$ cat config.mk
export PLATFORM = sky130hd
export DESIGN_NAME = mb_clk_phase_tracker
export DESIGN_NICKNAME = d
export VERILOG_FILES = /design/src/rtl/mb_clk_phase_tracker.sv
export SDC_FILE = /design/constraint.sdc
export NUM_CORES = 1
export LEC_CHECK = 0
export CORE_ASPECT_RATIO = 1.5
export CORE_UTILIZATION = 55
export DETAILED_ROUTE_END_ITERATION = 16
export GPL_TIMING_DRIVEN = 0
export PLACE_DENSITY = 0.79
export SLEW_MARGIN = 20
export SYNTH_ARGS = -nofsm -noshare
export SYNTH_HDL_FRONTEND = slang
export SYNTH_SLANG_ARGS = --single-unit
$ cat constraint.sdc
create_clock -name clk -period 3.1 [get_ports clk]
set_input_delay 0.62 -clock clk [delete_from_list [all_inputs] [get_ports clk]]
set_output_delay 0.62 -clock clk [all_outputs]
set_load 0.05 [all_outputs]
$ cat src/rtl/mb_clk_phase_tracker.sv
`default_nettype none
// ============================================================================
// Module   : mb_clk_phase_tracker
// Purpose  : Synchronises the motherboard bus clock, measures its period,
//            declares lock and predicts the next rising edge.
// Revision : 1.0 - initial release
// ============================================================================
module mb_clk_phase_tracker #(
    parameter int MIN_PERIOD = 12,
    parameter int MAX_PERIOD = 16,
    parameter int LOCK_COUNT = 4,
    parameter int TIMEOUT    = 32,
    parameter int PRE_RISE   = 3
) (
    input  logic       clk,
    input  logic       reset,
    input  logic       mb_clk_i,
    output logic       mb_clk_s,
    output logic       rise_stb,
    output logic       fall_stb,
    output logic [7:0] phase,
    output logic [7:0] period,
    output logic       locked,
    output logic       pre_rise_stb,
    output logic       lost_stb
);

    localparam logic [7:0] c_min_period = 8'(MIN_PERIOD);
    localparam logic [7:0] c_max_period = 8'(MAX_PERIOD);
    localparam logic [7:0] c_timeout    = 8'(TIMEOUT);
    localparam logic [3:0] c_lock_count = 4'(LOCK_COUNT);
    localparam logic [8:0] c_pre_rise   = 9'(PRE_RISE);

    typedef enum logic [1:0] {
        ST_SEARCH = 2'd0,
        ST_CHECK  = 2'd1,
        ST_LOCKED = 2'd2
    } state_t;

    state_t     r_state;
    state_t     w_state_next;
    logic [3:0] r_good_cnt;
    logic [3:0] w_good_next;
    logic       r_s1;
    logic       r_s2;
    logic       r_s3;
    logic       w_rise_next;
    logic       w_in_window;
    logic       w_timeout;
    logic       w_pre_hit;
    logic [7:0] w_phase_next;
    logic [7:0] w_phase_inc;

    assign mb_clk_s = r_s2;

    // A rising edge on the synchronised clock: rise_stb asserts on the next edge.
    assign w_rise_next  = r_s2 & ~r_s3;
    assign w_phase_inc  = (phase == 8'hFF) ? 8'hFF : phase + 8'd1;
    assign w_phase_next = w_rise_next ? 8'd0 : w_phase_inc;
    assign w_in_window  = (period >= c_min_period) && (period <= c_max_period);

    always_comb begin
        w_state_next = r_state;
        w_good_next  = r_good_cnt;
        w_timeout    = 1'b0;
        case (r_state)
            ST_SEARCH: begin
                if (rise_stb) begin
                    w_state_next = ST_CHECK;
                    w_good_next  = 4'd0;
                end
            end
            ST_CHECK: begin
                if (rise_stb) begin
                    if (w_in_window) begin
                        w_good_next = r_good_cnt + 4'd1;
                        if (r_good_cnt + 4'd1 == c_lock_count) begin
                            w_state_next = ST_LOCKED;
                        end
                    end else begin
                        w_good_next = 4'd0;
                    end
                end else if ((phase == c_timeout) && !w_rise_next) begin
                    w_state_next = ST_SEARCH;
                    w_good_next  = 4'd0;
                    w_timeout    = 1'b1;
                end
            end
            ST_LOCKED: begin
                if (rise_stb) begin
                    if (!w_in_window) begin
                        w_state_next = ST_CHECK;
                        w_good_next  = 4'd0;
                    end
                end else if ((phase == c_timeout) && !w_rise_next) begin
                    w_state_next = ST_SEARCH;
                    w_good_next  = 4'd0;
                    w_timeout    = 1'b1;
                end
            end
            default: begin
                w_state_next = ST_SEARCH;
                w_good_next  = 4'd0;
            end
        endcase
    end

    // Registered prediction: evaluated on next-cycle phase so the strobe lands at period - PRE_RISE.
    assign w_pre_hit = (w_state_next == ST_LOCKED) &&
                       ({1'b0, w_phase_next} + c_pre_rise == {1'b0, period});

    always_ff @(posedge clk) begin
        if (reset) begin
            r_s1         <= 1'b0;
            r_s2         <= 1'b0;
            r_s3         <= 1'b0;
            rise_stb     <= 1'b0;
            fall_stb     <= 1'b0;
            phase        <= 8'd0;
            period       <= 8'd0;
            r_state      <= ST_SEARCH;
            r_good_cnt   <= 4'd0;
            locked       <= 1'b0;
            pre_rise_stb <= 1'b0;
            lost_stb     <= 1'b0;
        end else begin
            r_s1         <= mb_clk_i;
            r_s2         <= r_s1;
            r_s3         <= r_s2;
            rise_stb     <= r_s2 & ~r_s3;
            fall_stb     <= ~r_s2 & r_s3;
            phase        <= w_phase_next;
            // The first rise after SEARCH has no reference edge, so no period.
            if (w_rise_next && (r_state != ST_SEARCH)) begin
                period <= w_phase_inc;
            end
            r_state      <= w_state_next;
            r_good_cnt   <= w_good_next;
            locked       <= (w_state_next == ST_LOCKED);
            pre_rise_stb <= w_pre_hit;
            lost_stb     <= w_timeout;
        end
    end

endmodule
`default_nettype wire

==> results of run 1 <==
## worst register-to-register path: stages (launching register included)
cell and delay [ps]:
dfxtp_2 450, inv_1 150, ha_1 310, clkbuf_1 220, o21ai_0 220, ha_2 270, a21oi_1 70, o21ai_0 160
nand2_1 80, a211o_1 310, a31oi_1 190, and4b_1 200, nor4b_2 150
## flip-flops by register name (all words and copies together), names as in the netlist, 2 cells and up
| signal | flops |
|---|---|
| phase | 8 |
| r_state | 2 |
| period | 8 |
| r_good_cnt | 4 |
## cells in the final DEF (no fill, tap or decap), drive strengths merged, types with 2 or more instances in the layout
| cell type | synthesis | final |
|---|---|---|
| ha | 8 | 8 |
| xnor2 | 8 | 8 |
| a21o | 2 | 2 |
| dfxtp | 30 | 30 |
| a2bb2oi | 2 | 2 |
| nor3 | 11 | 11 |
| a31oi | 9 | 9 |
| nor2b | 11 | 11 |
| and4 | 2 | 2 |
| nor2 | 30 | 30 |
| nand4 | 6 | 6 |
| and3 | 3 | 3 |
| mux2i | 2 | 2 |
| a21oi | 14 | 14 |
| nand2b | 6 | 6 |
| nor4b | 3 | 3 |
| a311oi | 2 | 2 |
| and2 | 5 | 5 |
| clkdlybuf4s50 | 0 | 24 |
| o21ai | 16 | 16 |
| nor3b | 2 | 2 |
| nand3 | 9 | 9 |
| nand2 | 18 | 18 |
| or3 | 2 | 2 |
| inv | 13 | 13 |
| a41oi | 2 | 2 |
| clkbuf | 6 | 11 |
| and4b | 2 | 2 |
| nor4 | 2 | 2 |
| buf | 8 | 8 |
| xor2 | 2 | 2 |
| o22ai | 3 | 3 |
| nand3b | 2 | 2 |
| a211oi | 3 | 3 |
## power groups by stage
| stage | Combinational (µW) | Clock (µW) | Sequential, µW |
|---|---|---|---|
| after CTS | 128 | 336 | 400 |
| after floorplan | 80.3 | 0 | 421 |
| final | 130 | 332 | 401 |
| after global placement | 128 | 0 | 407 |
| after detailed placement | 129 | 0 | 407 |
| after global routing | 141 | 352 | 402 |
## worst max-delay path by stage
stage / from / end / slack, ps / cells after the start
3_5_place_dp: phase[0] / pre_rise_stb / -60 / 13
3_3_place_gp: phase[0] / pre_rise_stb / -40 / 13
2_1_floorplan: phase[1] / pre_rise_stb / 130 / 13
4_1_cts: phase[0] / pre_rise_stb / 140 / 12
6_report: phase[0] / pre_rise_stb / 210 / 12
5_1_grt: phase[0] / pre_rise_stb / 20 / 12
## per-layer routing
| metal | part of all wire (%) | up-vias | global-route usage (%) | wire, µm |
|---|---|---|---|---|
| met5 | 0 | - | 0 | 0 |
| met4 | 3.5 | 0 | 16.2 | 184 |
| met3 | 4.1 | 15 | 2.99 | 218 |
| met2 | 52 | 62 | 49.4 | 2770 |
| met1 | 40 | 976 | 33.5 | 2150 |
| li1 | - | 1002 | - | - |
## kinds of logic (layout without fill, tap and decap cells)
group                      Yosys count  count (layout)
adders and majority gates            8               8
xor gates and xnor gates            10              10
AOI/OAI and AO/OA                   65              65
DFF                                 30              30
and+or+nand+nor                    118             118
muxes                                2               2
buffers and inverters               27              58
## metrics by stage
stage | total power, µW | setup slack, ps | cells | area, µm²
2_1_floorplan | 502 | 127 | 260 | 2030
3_3_place_gp | 535 | -44.1 | 326 | 2330
3_5_place_dp | 536 | -60.5 | 326 | 2330
4_1_cts | 864 | 141 | 333 | 2420
5_1_grt | 895 | 21.1 | 333 | 2420
6_report | 863 | 210 | 333 | 2420
## cell type report
cell class,count,area (µm²)
clock buffer,6,82.6
inverter,13,48.8
fill,308,1060
tap,42,52.6
timing repair buffer,24,240
sequential,30,602
multi-input combinational,203,1330
clock inverter,2,12.5
buffer,13,58.8
## timing repair
action,4_1_cts,5_1_grt
resized for setup,0,2
hold endpoints to repair,0,0
endpoints found under the setup margin,1,1
pin swaps,0,0
hold buffers,0,0
==> results.cfg, run 1 <==
[layout]
drive_gt1_share_pct = 9.62
antenna_cells = 0
final_core_util_pct = 69.6
syn_to_final_growth_pct = 19.2
final_nets = 301

[synthesis]
syn-num-nets = 271
netlist_area_um2 = 2030
synthAdderAreaFrac_pct = 4.93
yosys.area.top_type = dfxtp_1
synth-async-reset-ratio_pct = 0
synthXorXnorAreaFrac_pct = 4.31
synth_edf_count = 0
yosys-mux-area-fraction_pct = 0.985
ys_warn_count = 0
ys_top_cells_by_area = dfxtp_1, nor2_1, ha_1
ys_seq_area_share_pct = 29.6
yosys-top-cells-count = dfxtp_1, nor2_1, nand2_1
avgSynthCellArea_um2 = 7.82
ys_seq_elements = 30
synthCells = 260
synth_compound_area_share_pct = 22.5
synth-simple-area-share_pct = 32.3
yosysTopAreaCellShare_pct = 29.6
ys.flop_type = dfxtp_1
synth_cell_types = 56
synth_top_family_by_area = simple AND/OR/NAND/NOR gates

[flow_run]
maxCapViolCount = 0

[min_path]
hold_path_depth = 1
min_path_type = flop to flop
min_from = r_s1
worstHoldEndpoint = mb_clk_s

[sta]
fin_hold_ws_ps = 446
grt_setup_unrepaired = no
slew_headroom_pct = 55.5
clock.fmax_mhz = 346
min_period_over_period_pct = 93.2
final.setup.tns_ps = 0
worstMarginPinSlew_ps = 665
fin_crit_ps = 2890
finalSetupViolCount = 0
hold_viol_final = 0
clock-skew-final_ps = 5.47
slew_viol_final = 0

[power_and_ir_drop]
p_per_area_nw_per_um2 = 356
p_leak_uw = 0.000856
p_clk_share_pct = 38.5
power_frac_comb_pct = 15.1
sw_frac_of_total_pct = 28.4
ir_drop_v = 0.000375
power.internal_uw = 618
pwr-share-seq_pct = 46.4
p_sw_uw = 245

[global_routing]
antenna_found_initial = 0
first_global_vias = 1882
grt_pass1_wl_um = 8620
grt-ovfl-total = 0
grt_usage_pct = 28.9
grt_max_degree = 14

[worst_setup_path]
rr_endpoint = pre_rise_stb
crit_chain = inv_1 > ha_1 > clkbuf_1 > o21ai_0 > ha_2 > a21oi_1 > o21ai_0 > nand2_1 > a211o_1 > a31oi_1 > and4b_1 > nor4b_2
slowest_delay_ps = 450
crit_path_top_delay_cell = dfxtp_2
worstPathRequired_ps = 3260
startpoint_type = flop
path_max_fanout = 13
cp-end-kind = flop
r2r_cells = 12
path_delay_family = compound AO/OA/AOI/OAI gates
cp.buffers_inverters = 2
crit_type = flop to flop
cp.arrival_ps = 3050
r2r-start = phase[0]
crit_top_cell = o21ai_0
r2r_slack_ps = 210

[die]
core_area_um2 = 3480
die_w_um = 51.6
io-pin-count = 25
placementRows = 26
fp.dieArea_um2 = 3950
start_util_pct = 58.4
die-height_um = 76.4

[placed_design]
portBuffers = 24
gp_congestion = 0.952
hpwl_um = 4040

[clocking]
ctsLongestPathBuffers = 2
worstSkewPairLatency_ps = 280
cts.sinks = 30
root_buffer = clkbuf_8
cts-buffers-inserted = 5
clkTransAtPathRegs_ps = 70
cts_tree = built
cts.htree.levels = 2
cts_setup_buffers = 0

[routing]
detail-route-antenna-nets = 0
initialDrtViolationCount = 87
wl_per_cell_um = 16.0
viasPerCell = 6.17
drc = 0
num_vias = 2055
drt-total-wl_um = 5330
firstDrtPassIters = 4

[outcome]
status = finished clean
(Power assumes the default switching activity.)
==> run 2, diff against run 1 <==
--- a/config.mk
+++ b/config.mk
@@ -6,10 +6,9 @@
 export NUM_CORES = 1
 export LEC_CHECK = 0
 export CORE_ASPECT_RATIO = 1.5
-export CORE_UTILIZATION = 55
+export CORE_UTILIZATION = 25
 export DETAILED_ROUTE_END_ITERATION = 16
 export GPL_TIMING_DRIVEN = 0
-export PLACE_DENSITY = 0.79
 export SLEW_MARGIN = 20
 export SYNTH_ARGS = -nofsm -noshare
 export SYNTH_HDL_FRONTEND = slang
==> results.cfg, run 2 (synthesized netlist as in run 1, its figures left out) <==
[outcome]
status = finished clean

[sta]
fin_crit_ps = 2880
slew_headroom_pct = 55.8
clock-skew-final_ps = 5.91
finalSetupViolCount = 0
final.setup.tns_ps = 0
worstMarginPinSlew_ps = 661
slew_viol_final = 0
clock.fmax_mhz = 347
hold_viol_final = 0
min_period_over_period_pct = 93.0
grt_setup_unrepaired = no
fin_hold_ws_ps = 455

[worst_setup_path]
startpoint_type = flop
crit_top_cell = o21ai_0
cp.buffers_inverters = 3
cp-end-kind = flop
crit_path_top_delay_cell = dfxtp_1
path_delay_family = compound AO/OA/AOI/OAI gates
path_max_fanout = 10
worstPathRequired_ps = 3240
crit_type = flop to flop
slowest_delay_ps = 360
r2r_cells = 13
crit_chain = buf_2 > inv_1 > ha_1 > clkbuf_1 > o21ai_0 > ha_2 > a21oi_1 > o21ai_0 > nand2_1 > a211o_1 > a31oi_1 > and4b_1 > nor4b_2
cp_num_cells = 13
cp.arrival_ps = 3020

[routing]
detail-route-antenna-nets = 0
initialDrtViolationCount = 94
num_vias = 1991
drc = 0
wl_per_cell_um = 14.4
viasPerCell = 5.08
drt-total-wl_um = 5660
firstDrtPassIters = 4

[layout]
drive_gt1_share_pct = 9.31
finalInstanceArea_um2 = 2540
syn_to_final_growth_pct = 25.1
final_nets = 301
mostFrequentLayoutCells = nor2_1, dfxtp_1, clkdlybuf4s50_1
antenna_cells = 0
biggestRegsByFlops = period x8, phase x8, r_good_cnt x4

[die]
placementRows = 39
die-height_um = 112
fp.dieArea_um2 = 8500
start_util_pct = 26.2
die_w_um = 75.6
io-pin-count = 25
core_area_um2 = 7760

[global_routing]
top_usage_layer = met2
grt_pass1_wl_um = 9170
grt.met1_usage_pct = 14.2
grt_usage_pct = 14.1
first_global_vias = 1983
antenna_found_initial = 0
grt_max_degree = 14
grtUsageMet3_pct = 2.24
met2_usage_pct = 25.5
grt-ovfl-total = 0

[power_and_ir_drop]
ir_drop_v = 0.000211
p_leak_uw = 0.000879
p_total_uw = 983
p_per_area_nw_per_um2 = 387

[placed_design]
gp_congestion = 0.859
portBuffers = 24
hpwl_um = 4460
post_dp_cell_area_um2 = 2400

[clocking]
postCtsHoldBufs = 0
cts-buffers-inserted = 5
root_buffer = clkbuf_16
ctsLongestPathBuffers = 2
cts_setup_buffers = 0
cts.htree.levels = 2
worstSkewPairLatency_ps = 270
cts_tree = built
clkTransAtPathRegs_ps = 50
cts.sinks = 30

[min_path]
min_path_type = flop to flop
hold_path_depth = 1

[flow_run]
maxCapViolCount = 0
==> run 2: cell types whose count changed in the layout (fill, tap and decap cells not counted), sizes merged <==
cell      delta
clkbuf       -1
clkinv       +1
clkinvlp     -1
==> run 2: per-stage QoR <==
step / util, % / setup WS (ps) / cells
final: 32.8 / 217 / 392
after global placement: 30.9 / -48.8 / 386
after global routing: 32.8 / 5.95 / 392
after floorplan: - / 127 / 260
after CTS: 32.6 / 120 / 392
after detailed placement: 30.9 / -25.9 / 386
==> run 2: metal layers <==
layer,vias up,part of all wire [%]
met5,-,0
met4,0,6.0
met1,921,37
li1,1001,-
met2,47,54
met3,22,3.2
==> run 2: layout make-up <==
type	instances	area, µm²
repair buffers	24	240
fillers	811	5220
clock inverters	2	10.0
well taps	102	128
flip-flops and latches	30	602
multi-input cells	203	1330
plain buffers	13	58.8
clock buffers	5	125
inverters	13	48.8
==> run 2: path summary, 6_finish.rpt <==
path,start,endpoint,slack [ps]
worst max register to register,phase[1],pre_rise_stb,220
worst min register to register,r_s1,mb_clk_s,460
worst max-delay path,phase[1],pre_rise_stb,220
worst min-delay path,r_s1,mb_clk_s,460
==> run 2: where the power goes <==
group / internal (µW) / leakage, µW / switching [µW]
logic: 48.3 / 0.000566 / 81.6
clock network: 289 / 0.0000694 / 163
registers: 393 / 0.000243 / 9.00
total: 730 / 0.000879 / 253
==> run 2: repair_timing <==
action                                  CTS  global route
resized for setup                         0             3
endpoints found under the hold margin     0             0
pin swaps                                 0             0
endpoints found under the setup margin    1             1
gates cloned                              0             0
==> run 2: worst reg2reg max path, cell delays in order (launching register included) <==
cell      delay, ps
dfxtp_1         360
buf_2           220
inv_1            60
ha_1            260
clkbuf_1        220
o21ai_0         240
ha_2            280
a21oi_1          70
o21ai_0         160
nand2_1          80
a211o_1         310
a31oi_1         150
and4b_1         200
nor4b_2         150
